## src/rtl/wb_irq_ctrl_if.sv

```systemverilog
// Wishbone slave bus bundle for wb_irq_ctrl.
// Master drives the request side, slave returns ack and read data.
interface wb_irq_ctrl_if;
  logic        wb_stb_i;
  logic        wb_cyc_i;
  logic        wb_ack_o;
  logic        wb_we_i;
  logic [31:0] wb_adr_i;
  logic [3:0]  wb_sel_i;
  logic [31:0] wb_dat_i;
  logic [31:0] wb_dat_o;

  modport master (
    output wb_stb_i, wb_cyc_i, wb_we_i,
    output wb_adr_i, wb_sel_i, wb_dat_i,
    input  wb_ack_o, wb_dat_o
  );

  modport slave (
    input  wb_stb_i, wb_cyc_i, wb_we_i,
    input  wb_adr_i, wb_sel_i, wb_dat_i,
    output wb_ack_o, wb_dat_o
  );
endinterface

```

## src/rtl/wb_irq_ctrl.sv

```systemverilog
// Wishbone interrupt controller: latches/masks N_SRC sources,
// drives a registered irq line and a lowest-index vector.
module wb_irq_ctrl #(
  parameter int N_SRC = 8
) (
  input  logic             clk,
  input  logic             reset,
  wb_irq_ctrl_if.slave     wb,
  input  logic [N_SRC-1:0] src_i,
  output logic             irq_o
);

  logic             ack;
  logic [31:0]      dat_q;
  logic [N_SRC-1:0] src_q;
  logic [N_SRC-1:0] src_d;
  logic [N_SRC-1:0] pending;
  logic [N_SRC-1:0] mask;
  logic [N_SRC-1:0] edge_en;

  logic             req;
  logic             wr;
  logic [7:0]       addr;
  logic [N_SRC-1:0] wdat;
  logic [N_SRC-1:0] rise;
  logic [N_SRC-1:0] clr;
  logic [N_SRC-1:0] status;
  logic [N_SRC-1:0] pend_next;
  logic [4:0]       vec_idx;
  logic [31:0]      rdata;
  logic             unused;

  assign req  = wb.wb_stb_i & wb.wb_cyc_i;
  assign addr = wb.wb_adr_i[7:0];
  assign wdat = wb.wb_dat_i[N_SRC-1:0];
  assign wr   = req & ack & wb.wb_we_i;

  assign wb.wb_ack_o = req & ack;
  assign wb.wb_dat_o = dat_q;

  assign rise   = src_q & ~src_d;
  assign clr    = (wr && addr == 8'h00) ? wdat : '0;
  assign status = pending & mask;

  // Edge bits: set beats clear. Level bits track src_q.
  assign pend_next = (edge_en & ((pending & ~clr) | rise))
                   | (~edge_en & src_q);

  assign unused = ^{wb.wb_sel_i, wb.wb_adr_i, wb.wb_dat_i};

  // Lowest set STATUS bit wins: scan high to low.
  always_comb begin
    vec_idx = '0;
    for (int i = N_SRC - 1; i >= 0; i--) begin
      if (status[i]) vec_idx = 5'(i);
    end
  end

  // Register read mux; unused upper bits read as zero.
  always_comb begin
    rdata = '0;
    unique case (addr)
      8'h00: rdata[N_SRC-1:0] = pending;
      8'h04: rdata[N_SRC-1:0] = mask;
      8'h08: rdata[N_SRC-1:0] = edge_en;
      8'h0C: rdata[N_SRC-1:0] = status;
      8'h10: rdata = {|status, 26'b0, vec_idx};
      8'h14: rdata[N_SRC-1:0] = src_q;
      default: rdata = '0;
    endcase
  end

  // Bus handshake, register writes, source pipeline and irq.
  always_ff @(posedge clk) begin
    if (reset) begin
      ack     <= 1'b0;
      dat_q   <= '0;
      src_q   <= '0;
      src_d   <= '0;
      pending <= '0;
      mask    <= '0;
      edge_en <= '0;
      irq_o   <= 1'b0;
    end else begin
      ack <= req & ~ack;
      if (req && !ack) dat_q <= rdata;
      src_q   <= src_i;
      src_d   <= src_q;
      pending <= pend_next;
      irq_o   <= |status;
      if (wr && addr == 8'h04) mask    <= wdat;
      if (wr && addr == 8'h08) edge_en <= wdat;
    end
  end

endmodule
```

## src/flat_wrapper.sv

```systemverilog
// flat-port wrapper written by rule: the top's interface ports become plain ports
module wb_irq_ctrl_flat 
#(
  parameter int N_SRC = 8
)
  (clk, reset, src_i, irq_o, wb_wb_stb_i, wb_wb_cyc_i, wb_wb_we_i, wb_wb_adr_i, wb_wb_sel_i, wb_wb_dat_i, wb_wb_ack_o, wb_wb_dat_o);
  wb_irq_ctrl_if wb_i ();
  input  logic clk;
  input  logic reset;
  input  logic [N_SRC-1:0] src_i;
  output logic irq_o;
  input wire logic [$bits(wb_i.wb_stb_i)-1:0] wb_wb_stb_i;
  input wire logic [$bits(wb_i.wb_cyc_i)-1:0] wb_wb_cyc_i;
  input wire logic [$bits(wb_i.wb_we_i)-1:0] wb_wb_we_i;
  input wire logic [$bits(wb_i.wb_adr_i)-1:0] wb_wb_adr_i;
  input wire logic [$bits(wb_i.wb_sel_i)-1:0] wb_wb_sel_i;
  input wire logic [$bits(wb_i.wb_dat_i)-1:0] wb_wb_dat_i;
  output wire logic [$bits(wb_i.wb_ack_o)-1:0] wb_wb_ack_o;
  output wire logic [$bits(wb_i.wb_dat_o)-1:0] wb_wb_dat_o;
  assign wb_i.wb_stb_i = wb_wb_stb_i;
  assign wb_i.wb_cyc_i = wb_wb_cyc_i;
  assign wb_i.wb_we_i = wb_wb_we_i;
  assign wb_i.wb_adr_i = wb_wb_adr_i;
  assign wb_i.wb_sel_i = wb_wb_sel_i;
  assign wb_i.wb_dat_i = wb_wb_dat_i;
  assign wb_wb_ack_o = wb_i.wb_ack_o;
  assign wb_wb_dat_o = wb_i.wb_dat_o;
  wb_irq_ctrl #(.N_SRC(N_SRC)) u_core (.clk(clk), .reset(reset), .wb(wb_i), .src_i(src_i), .irq_o(irq_o));
endmodule
```

## config.mk

```make
export PLATFORM = sky130hd
export DESIGN_NAME = wb_irq_ctrl_flat
export DESIGN_NICKNAME = d
export VERILOG_FILES = /design/src/rtl/wb_irq_ctrl_if.sv /design/src/rtl/wb_irq_ctrl.sv /design/src/flat_wrapper.sv
export SDC_FILE = /design/constraint.sdc
export NUM_CORES = 1
export LEC_CHECK = 0
export ABC_AREA = 1
export ABC_CLOCK_PERIOD_IN_PS = 1400
export BUFFER_PORTS_ARGS = -buffer_cell sky130_fd_sc_hd__buf_2
export CAP_MARGIN = 20
export CORE_MARGIN = 8
export CORE_UTILIZATION = 45
export DETAILED_ROUTE_END_ITERATION = 16
export PLACE_DENSITY = 0.89
export REMOVE_ABC_BUFFERS = 1
export SYNTH_ARGS = -nofsm -noshare
export SYNTH_HDL_FRONTEND = slang
export SYNTH_SLANG_ARGS = --single-unit
export TNS_END_PERCENT = 1
```

## constraint.sdc

```tcl
create_clock -name clk -period 1.4 [get_ports clk]
set_input_delay 0 -clock clk [delete_from_list [all_inputs] [get_ports clk]]
set_output_delay 0 -clock clk [all_outputs]
set_load 0.005 [all_outputs]
```

# After elaboration in Yosys (flattened, before gate mapping)
# Index checks and enable logic that the tools add are counted.
[classes] n_addsub=0 reduce_logical=7 n_div=0 multipliers=0 shift=0 eq_ne=5 mux=11 bitwise_logic=15 order_cmp=0
[op_table] cell="$pmux W8 S6" n=1
[op_table] cell="$and A8 B8 Y8" n=5
[op_table] cell="$mux W24" n=1
[op_table] cell="$mux W3" n=8
[op_table] cell="$not A8 Y8" n=3
[op_table] cell="$eq A8 B4 Y1 const B" n=2
[op_table] cell="$eq A8 B5 Y1 const B" n=2
[op_table] cell="$or A8 B8 Y8" n=2
[op_table] cell="$eq A8 B3 Y1 const B" n=1
[op_table] cell="$logic_not A8 Y1" n=1
[op_table] cell="$mux W8" n=1
[op_table] cell="$reduce_or A8 Y1" n=1
[op_table] cell="$and A1 B1 Y1" n=4
[op_table] cell="$logic_and A1 B1 Y1" n=4
[op_table] cell="$logic_not A1 Y1" n=1
[op_table] cell="$not A1 Y1" n=1
[totals] ramBits=0 memories=0 latch_bits=0 word_cells=46 rom_bits=0 in_bits=81 out_inout_bits=34 regBits=74

# Depth between registers and ports, before layout
# Gate-level depths: netlist (run 1).
[depth] word_depth=10 mapped_depth=12 ltp_nobuf=12

# Worst setup path before layout (run 1)
# OpenSTA, ideal clock, no wires.
[synth_path] kind="flip-flop to flip-flop" startpoint="register u_core.ack" endpoint="register u_core.edge_en[5]" setup_slack_ns=0.213 stages_incl_launch_ff=7 setup_time_ns=0.066 period_less_slack_ns=1.187 t_arrival_ns=1.121 path_buffers=1 t_required_ns=1.334 path_cell_list="dfxtp_1 and3_1 nand2_1 nor2_4 buf_6 o21ai_1 a21oi_2"
[synth_via] elab_chain_cells=3
[synth_lines] element="start: declaration" line="wb_irq_ctrl.sv:13" source="logic ack;"
[synth_lines] element="start signal: assignment" line="wb_irq_ctrl.sv:85" source="ack <= req & ~ack;"
[synth_lines] element="$and A1 B1 Y1"
[synth_lines] element="named net wb_wb_ack_o" line="flat_wrapper.sv:18" source="output wire logic [$bits(wb_i.wb_ack_o)-1:0] wb_wb_ack_o;"
[synth_lines] element="$and A1 B1 Y1" line="wb_irq_ctrl.sv:36" source="assign wr = req & ack & wb.wb_we_i;"
[synth_lines] element="$logic_and A1 B1 Y1" line="wb_irq_ctrl.sv:92" source="if (wr && addr == 8'h08) edge_en <= wdat;"
[synth_lines] element="end signal: assignment" line="wb_irq_ctrl.sv:92"
[synth_lines] element="end: declaration" line="wb_irq_ctrl.sv:19" source="logic [N_SRC-1:0] edge_en;"
# The timed path passes the listed nets, and every way through them passes these cells.
# A chain may end at the register's enable or synchronous reset.

# Worst setup path after layout (run 1)
[layout_path] startpoint="register u_core.ack" endpoint="register u_core.edge_en[4]"
[layout_via] elab_chain_cells=3
[layout_lines] element="$and A1 B1 Y1 (2 in a row)" line="wb_irq_ctrl.sv:36"
[layout_lines] element="$logic_and A1 B1 Y1" line="wb_irq_ctrl.sv:92"
# No other way between the ends.

==> summary.md, run 1 <==
| Metric | Value |
|---|---|
| Share of cells above drive strength 1 | 20.1% |
| Final period util | roughly nine tenths |
| Leakage power | approximately 1.4 nW |
| Total grt overflow | 0 |
| Setup repair after global routing missed its margin | no |
| Number of setup buffers added after CTS | 0 |
| Via density per instance | a little under 5 |
| Post-route antenna net violation count | 0 |
| Worst supply voltage drop on vdd | between 0.5 and 0.6 mV |
| Count of non-filler cells in the finished layout | approximately 500 |
| Worst hold-check path type | in2reg |
| Area growth from synthesis to layout | 18.7% |
| Synth Area per Inst | between 7 and 8 sq um |
| Fraction of the core area covered by cells at the end of the flow | between 50% and 60% |
| Number of DRC violations after detailed routing | 0 |
| CTS H-tree lvls | 2 |
| Initial DRC Count | roughly 160 |
| Flop and latch count out of synthesis | 51 |
| Chip width | slightly above 90 microns |
| Weighted congestion reported at the end of routability-driven placement | about 0.9 |
| Slew Viols, Final | 0 |
| DRT Wirelength | 6.16 mm |
| Average wire length per cell after detail routing | between 10 and 15 microns |
| Setup_tns | 0 ps |
| Biggest area contributors in the synthesized netlist | sky130_fd_sc_hd__dfxtp_1, sky130_fd_sc_hd__nand2_1, sky130_fd_sc_hd__buf_4, sky130_fd_sc_hd__inv_1, sky130_fd_sc_hd__nand3_1 |
| Final number of setup-violating endpoints | 0 |
| Area of the core | between 5000 and 6000 sq um |
| Post-Syn Instances | ~360 |
| Sequence of cells on the critical path | and3_4, nand2_2, nor2_4, buf_12, o21ai_0, a21oi_1 |
| Library cell used as clock root buffer | sky130_fd_sc_hd__clkbuf_8 |
| Share of the synthesized area in the top cell type | roughly two fifths |
| Number of buffer cells added on primary ports | 39 |
| Buffers & Inverters on Critical Path | 1 |
| Count of placed standard cells including taps | approximately 470 |
| Clock transition at the register clock pins on the worst setup and hold paths after CTS | roughly 80 ps |
| Clock Sink Count | 51 |
| I/O pins | approximately 120 |
| Cell type of the slowest stage on the worst timing path | sky130_fd_sc_hd__dfxtp_1 |
| Router iterations before antenna repair | 4 |
| Initial Util | 46.2% |
| Max Freq | between 700 and 800 MHz |
| Clock latency at the later pin of the worst-skew pair | 310 ps |
| Warning count from the yosys run | 0 |
| Worst endpoint required time | roughly 1600 ps |
| Maximum Capacitance Violations | 0 |
| Number of distinct library cells after synthesis | 25 |
| DP Wirelength | 4.48 mm |
| Outcome | finished, final reports clean |
| Startpoint class of the critical path | flip-flop |
| Die H | between 90 and 100 microns |
| DIE AREA | approximately 8300 sq um |
| Count of fill cells added during filler insertion | 504 |
| Total inserted antenna cells | 0 |
| Fin Clk Skew | ~7.3 ps |
| Category of the critical setup timing path | reg2reg |
| Transition at the pin with the smallest max-transition slack | ~530 ps |
| Top delay family on crit path | simple AND/OR/NAND/NOR gates |
| Area of the mapped netlist | approximately 2500 sq um |
| Minimum setup slack among reg-to-reg paths | 120 ps |
| Net count reported at finish | approximately 500 |
| Top fanout value on the critical path | 16 |
| GRT Total Usage | about 15% |
| TritonCTS Buffers | 5 |
| Clock Tree Buf Depth | 2 |
| Dominant cell type by area after synthesis | sky130_fd_sc_hd__dfxtp_1 |
| First-pass GRT wire length | 10.2 mm |
| Relative slew slack | around 64% |
| Number of antenna violations at the first check in global routing | 0 |
| Arrival time at the worst endpoint | 1520 ps |
| Proportion of synthesized chip area in sequential cells | 40.4% |
| Hold Vio Cnt, Final | 0 |
| TritonCTS clock tree | done |
| Min Clock Period, post-route | 1280 ps |
| Most common library cell in the layout ignoring fill and taps | sky130_fd_sc_hd__nand2_1 |
| Pin count of the biggest net entering global routing | 34 |
| Number of global-route vias before repair | between 2000 and 2500 |
| Core Rows | 27 |
| Endpoint kind of the worst setup timing path | flip-flop |
| Overall via count from detail_route | about 2400 |
| Critical Path Max Stage Delay | 360 ps |
| Top library cells by usage in the layout, fill and taps aside | sky130_fd_sc_hd__nand2_1, sky130_fd_sc_hd__dfxtp_1, sky130_fd_sc_hd__buf_2 |
| Power density relative to cell area | 836 nW/um^2 |
final timing paths:
kind,endpoint,start,depth (start not counted)
max,u_core.edge_en[4],u_core.ack,6
min,u_core.wb.wb_dat_o[31],wb_wb_adr_i[1],6
max reg2reg,u_core.edge_en[4],u_core.ack,6
min reg2reg,u_core.src_d[6],u_core.src_q[6],2
where the power goes:
group	internal [mW]	total, mW	switching, mW
logic	0.0928	0.231	0.138
clock network	0.334	0.776	0.442
registers	1.48	1.50	0.0191
total	1.91	2.51	0.599
synthesized netlist by cell type:
| cell type | n |
|---|---|
| sky130_fd_sc_hd__a21oi_1 | 19 |
| sky130_fd_sc_hd__a21oi_2 | 5 |
| sky130_fd_sc_hd__and3_1 | 1 |
| sky130_fd_sc_hd__buf_2 | 2 |
| sky130_fd_sc_hd__buf_4 | 23 |
| sky130_fd_sc_hd__buf_6 | 3 |
| sky130_fd_sc_hd__clkbuf_1 | 3 |
| sky130_fd_sc_hd__conb_1 | 1 |
| sky130_fd_sc_hd__dfxtp_1 | 51 |
| sky130_fd_sc_hd__inv_1 | 38 |
| sky130_fd_sc_hd__inv_2 | 9 |
| sky130_fd_sc_hd__nand2_1 | 86 |
| sky130_fd_sc_hd__nand2_2 | 5 |
| sky130_fd_sc_hd__nand3_1 | 28 |
| sky130_fd_sc_hd__nand3_2 | 1 |
| sky130_fd_sc_hd__nand4_1 | 3 |
| sky130_fd_sc_hd__nor2_1 | 26 |
| sky130_fd_sc_hd__nor2_2 | 4 |
| sky130_fd_sc_hd__nor2_4 | 5 |
| sky130_fd_sc_hd__nor3_1 | 2 |
| sky130_fd_sc_hd__nor3_2 | 1 |
| sky130_fd_sc_hd__o2111a_1 | 1 |
| sky130_fd_sc_hd__o211ai_1 | 8 |
| sky130_fd_sc_hd__o21ai_0 | 20 |
| sky130_fd_sc_hd__o21ai_1 | 12 |
state kept, by name, summed over array words and instances (netlist names):
signal              cells
u_core.ack              1
u_core.mask             8
u_core.src_q            8
u_core.src_d            8
u_core.irq_o            1
u_core.pending          8
u_core.edge_en          8
u_core.wb.wb_dat_o      9
layer usage:
metal  part of all wire [%]  up-vias  track usage, %  wire (microns)
li1                       -     1209               -               -
met1                     43     1049            16.6            2640
met2                     45       90            24.7            2760
met3                     11        7            6.58             693
met4                    1.2        0            6.28              73
met5                      0        -               0               0
cell families (layout without fill, tap and decap cells):
logic type / count (synthesis) / in the layout / share of synthesized area (%)
other cells: 1 / 23 / 0.148
buf+inv: 78 / 116 / 16.0
compound gates: 65 / 65 / 14.7
flops: 51 / 51 / 40.4
simple gates: 162 / 162 / 28.8
worst min-delay path, stage by stage:
cell,delay [ps]
sky130_fd_sc_hd__buf_2,90
sky130_fd_sc_hd__nor2_1,50
sky130_fd_sc_hd__nand2_1,90
sky130_fd_sc_hd__nor2_1,70
sky130_fd_sc_hd__nand2_1,50
sky130_fd_sc_hd__o21ai_1,50
final cells by class:
cell class | instances | area (sq um) | share of cell area [%]
Clock buffer | 6 | 72.6 | 2.42
Inverter | 47 | 176 | 5.88
Multi-Input combinational cell | 250 | 1200 | 40.0
Sequential cell | 51 | 1020 | 34.0
Tap cell | 72 | 90.1 | 3.00
Timing Repair Buffer | 63 | 440 | 14.7
repair_timing:
action | 4_1_cts | 5_1_grt
hold buffers | 16 | 0
resized for setup | 0 | 4
endpoints found under the hold margin | 24 | 0
setup endpoints to repair | 0 | 18
through the flow:
stage	hold WS [ps]	instance area (sq um)	power [mW]	worst slack [ps]
after detailed placement	205	2750	1.72	90.4
final	133	3000	2.51	117
after global routing	185	3000	2.63	8.59
after global placement	203	2750	1.72	167
after CTS	123	2990	2.52	62.7
after floorplan	62.4	2380	1.63	187
No activity file was read; power rests on OpenSTA's default activity.
==> inputs of run 2 (changes only) <==
==> constraint.sdc (replaced) <==
create_clock -name clk -period 1.4 [get_ports clk]
set_input_delay 0.14 -clock clk [delete_from_list [all_inputs] [get_ports clk]]
set_output_delay 0.14 -clock clk [all_outputs]
set_load 0.005 [all_outputs]
==> run 2 against run 1 <==
Clock-buffer cell count is the same. Combinational power shrank 13%. Sequential cell count is the same. Power grew 9.9%. Sequential share of layout area grew 1.1 points. Via count grew 2.1%. Worst hold slack lost 110 ps. Die area is the same. Sequential power is essentially flat. First-iteration DRC count grew 23%. Design area shrank 3.0%. Register-to-register slack lost 20 ps. Critical endpoint is now u_core.pending[0]. Largest cell class unchanged. Largest power group unchanged.
==> summary.md, run 2 (synthesis gave the netlist of run 1 again) <==
| Metric | Value |
|---|---|
| Outcome | finished, final reports clean |
| Final worst hold slack | about 21 ps |
| Hold Vio Cnt, Final | 0 |
| Max Freq | 769 MHz |
| TritonCTS clock tree | done |
| Core Rows | 27 |
| Post-route antenna net violation count | 0 |
| Maximum Capacitance Violations | 0 |
| Worst endpoint required time | approximately 1600 ps |
| Endpoint kind of the worst setup timing path | flip-flop |
| Category of the critical setup timing path | reg2reg |
| Share of cells above drive strength 1 | a little under a quarter |
| Number of global-route vias before repair | roughly 2300 |
| CTS H-tree lvls | 2 |
| DRT Wirelength | around 6.4 mm |
| Count of placed standard cells including taps | about 470 |
| Relative slew slack | 64.6% |
| Worst supply voltage drop on vdd | just over 0.8 mV |
| Multi-input logic area | 1190 sq um |
| Number of flip-flops under the largest register name | 9 |
| Initial Util | between 40% and 50% |
| Average wire length per cell after detail routing | 13.3 microns |
| Pin count of the biggest net entering global routing | 34 |
| I/O pins | 115 |
| Clock transition at the register clock pins on the worst setup and hold paths after CTS | about 90 ps |
| Area of the core | around 5500 sq um |
| DP Wirelength | 4.65 mm |
| Worst hold-check path type | in2reg |
| Count of hold buffers inserted by post-cts repair | 0 |
| Count of non-filler cells in the finished layout | 479 |
| Slew Viols, Final | 0 |
| TritonCTS Buffers | 5 |
| First-pass GRT wire length | about 10 mm |
| Via density per instance | 5.02 |
| Top fanout value on the critical path | 8 |
| Number of buffer cells added on primary ports | 39 |
| Total grt overflow | 0 |
| Clock Sink Count | 51 |
| Number of antenna violations at the first check in global routing | 0 |
| Clock latency at the later pin of the worst-skew pair | between 300 and 400 ps |
| Fin Clk Skew | about 13 ps |
| Post-DP Area | roughly 2800 sq um |
| Clock Tree Buf Depth | 2 |
| Sequential cell area | 1020 sq um |
| Startpoint class of the critical path | flip-flop |
| Count of fill cells added during filler insertion | between 500 and 600 |
| Post-route cell area | between 2000 and 3000 sq um |
| Min Clock Period, post-route | between 1000 and 1500 ps |
| Router iterations before antenna repair | 5 |
| DIE AREA | 8270 sq um |
| Power density relative to cell area | 947 nW/um^2 |
| Library cell used as clock root buffer | sky130_fd_sc_hd__clkbuf_8 |
| Area growth from synthesis to layout | 15.1% |
| GRT Total Usage | between 10% and 20% |
| Overall power of the completed layout | ~2.8 mW |
| Final number of setup-violating endpoints | 0 |
| Initial DRC Count | ~200 |
| Number of DRC violations after detailed routing | 0 |
| Final period util | around 93% |
| Total inserted antenna cells | 0 |
| Setup repair after global routing missed its margin | no |
| Most common library cell in the layout ignoring fill and taps | sky130_fd_sc_hd__nand2_1 |
| Fraction of the core area covered by cells at the end of the flow | a little over half |
| Die H | roughly 91 microns |
| Leakage power | 1.41 nW |
| Weighted congestion reported at the end of routability-driven placement | about 0.92 |
| Chip width | a little over 90 microns |
| Overall via count from detail_route | between 2000 and 2500 |
| Net count reported at finish | a little under 500 |
| Top library cells by usage in the layout, fill and taps aside | sky130_fd_sc_hd__nand2_1, sky130_fd_sc_hd__dfxtp_1, sky130_fd_sc_hd__buf_2 |
| Transition at the pin with the smallest max-transition slack | around 530 ps |
| Arrival time at the worst endpoint | 1470 ps |
run 2: changes by cell type in the layout (fill, tap and decap cells not counted):
cell,change
sky130_fd_sc_hd__dlygate4sd3_1,-16
sky130_fd_sc_hd__dfxtp_1,-1
sky130_fd_sc_hd__bufinv_16,+1
sky130_fd_sc_hd__buf_4,+4
sky130_fd_sc_hd__clkinv_2,+1
sky130_fd_sc_hd__dfxtp_2,+1
sky130_fd_sc_hd__nand3_2,+1
sky130_fd_sc_hd__clkbuf_8,+1
sky130_fd_sc_hd__clkbuf_1,-1
sky130_fd_sc_hd__nand3_4,-1
run 2: layer usage:
metal	global-route usage, %	wire [microns]	vias up
li1	-	-	1192
met3	6.26	676	13
met4	8.32	155	0
met2	24.8	2960	111
met5	0	0	-
met1	16.8	2590	1089
run 2: worst max-delay path, cell delays in order, from the launching register on:
cell	delay, ps
sky130_fd_sc_hd__dfxtp_2	350
sky130_fd_sc_hd__and3_4	210
sky130_fd_sc_hd__nand3_2	240
sky130_fd_sc_hd__o211ai_1	260
sky130_fd_sc_hd__o21ai_0	110
run 2: layout make-up:
cell class / instances / area share, %
multi-input combinational: 250 / 41.0
sequential: 51 / 35.1
timing repair buffer: 51 / 10.7
inverter: 47 / 6.06
tap: 72 / 3.10
clock buffer: 6 / 2.84
clock inverter: 2 / 1.20
run 2: metrics by stage:
stage                     TNS [ps]  setup WS [ps]
after floorplan                  0            187
after global placement           0           46.0
after detailed placement      -180          -41.1
after CTS                        0           34.8
after global routing             0           10.5
final                            0            100
run 2: path summary, 6_finish.rpt:
| path | cells after the start | startpoint | slack [ps] | endpoint |
|---|---|---|---|---|
| worst max-delay path | 4 | u_core.ack | 100 | u_core.pending[0] |
| worst min-delay path | 3 | src_i[4] | 20 | u_core.src_q[4] |
| worst max register to register | 4 | u_core.ack | 100 | u_core.pending[0] |
| worst min register to register | 2 | u_core.src_q[4] | 450 | u_core.src_d[4] |
run 2: timing repair:
item                       4_1_cts  5_1_grt
resized for setup                0        4
setup buffers                    0        0
hold endpoints to repair         0        0
setup endpoints to repair        0       21
run 2: report_power, final:
part           internal, mW  switching [mW]
Clock                 0.578           0.474
Sequential             1.48          0.0199
Combinational        0.0675           0.134
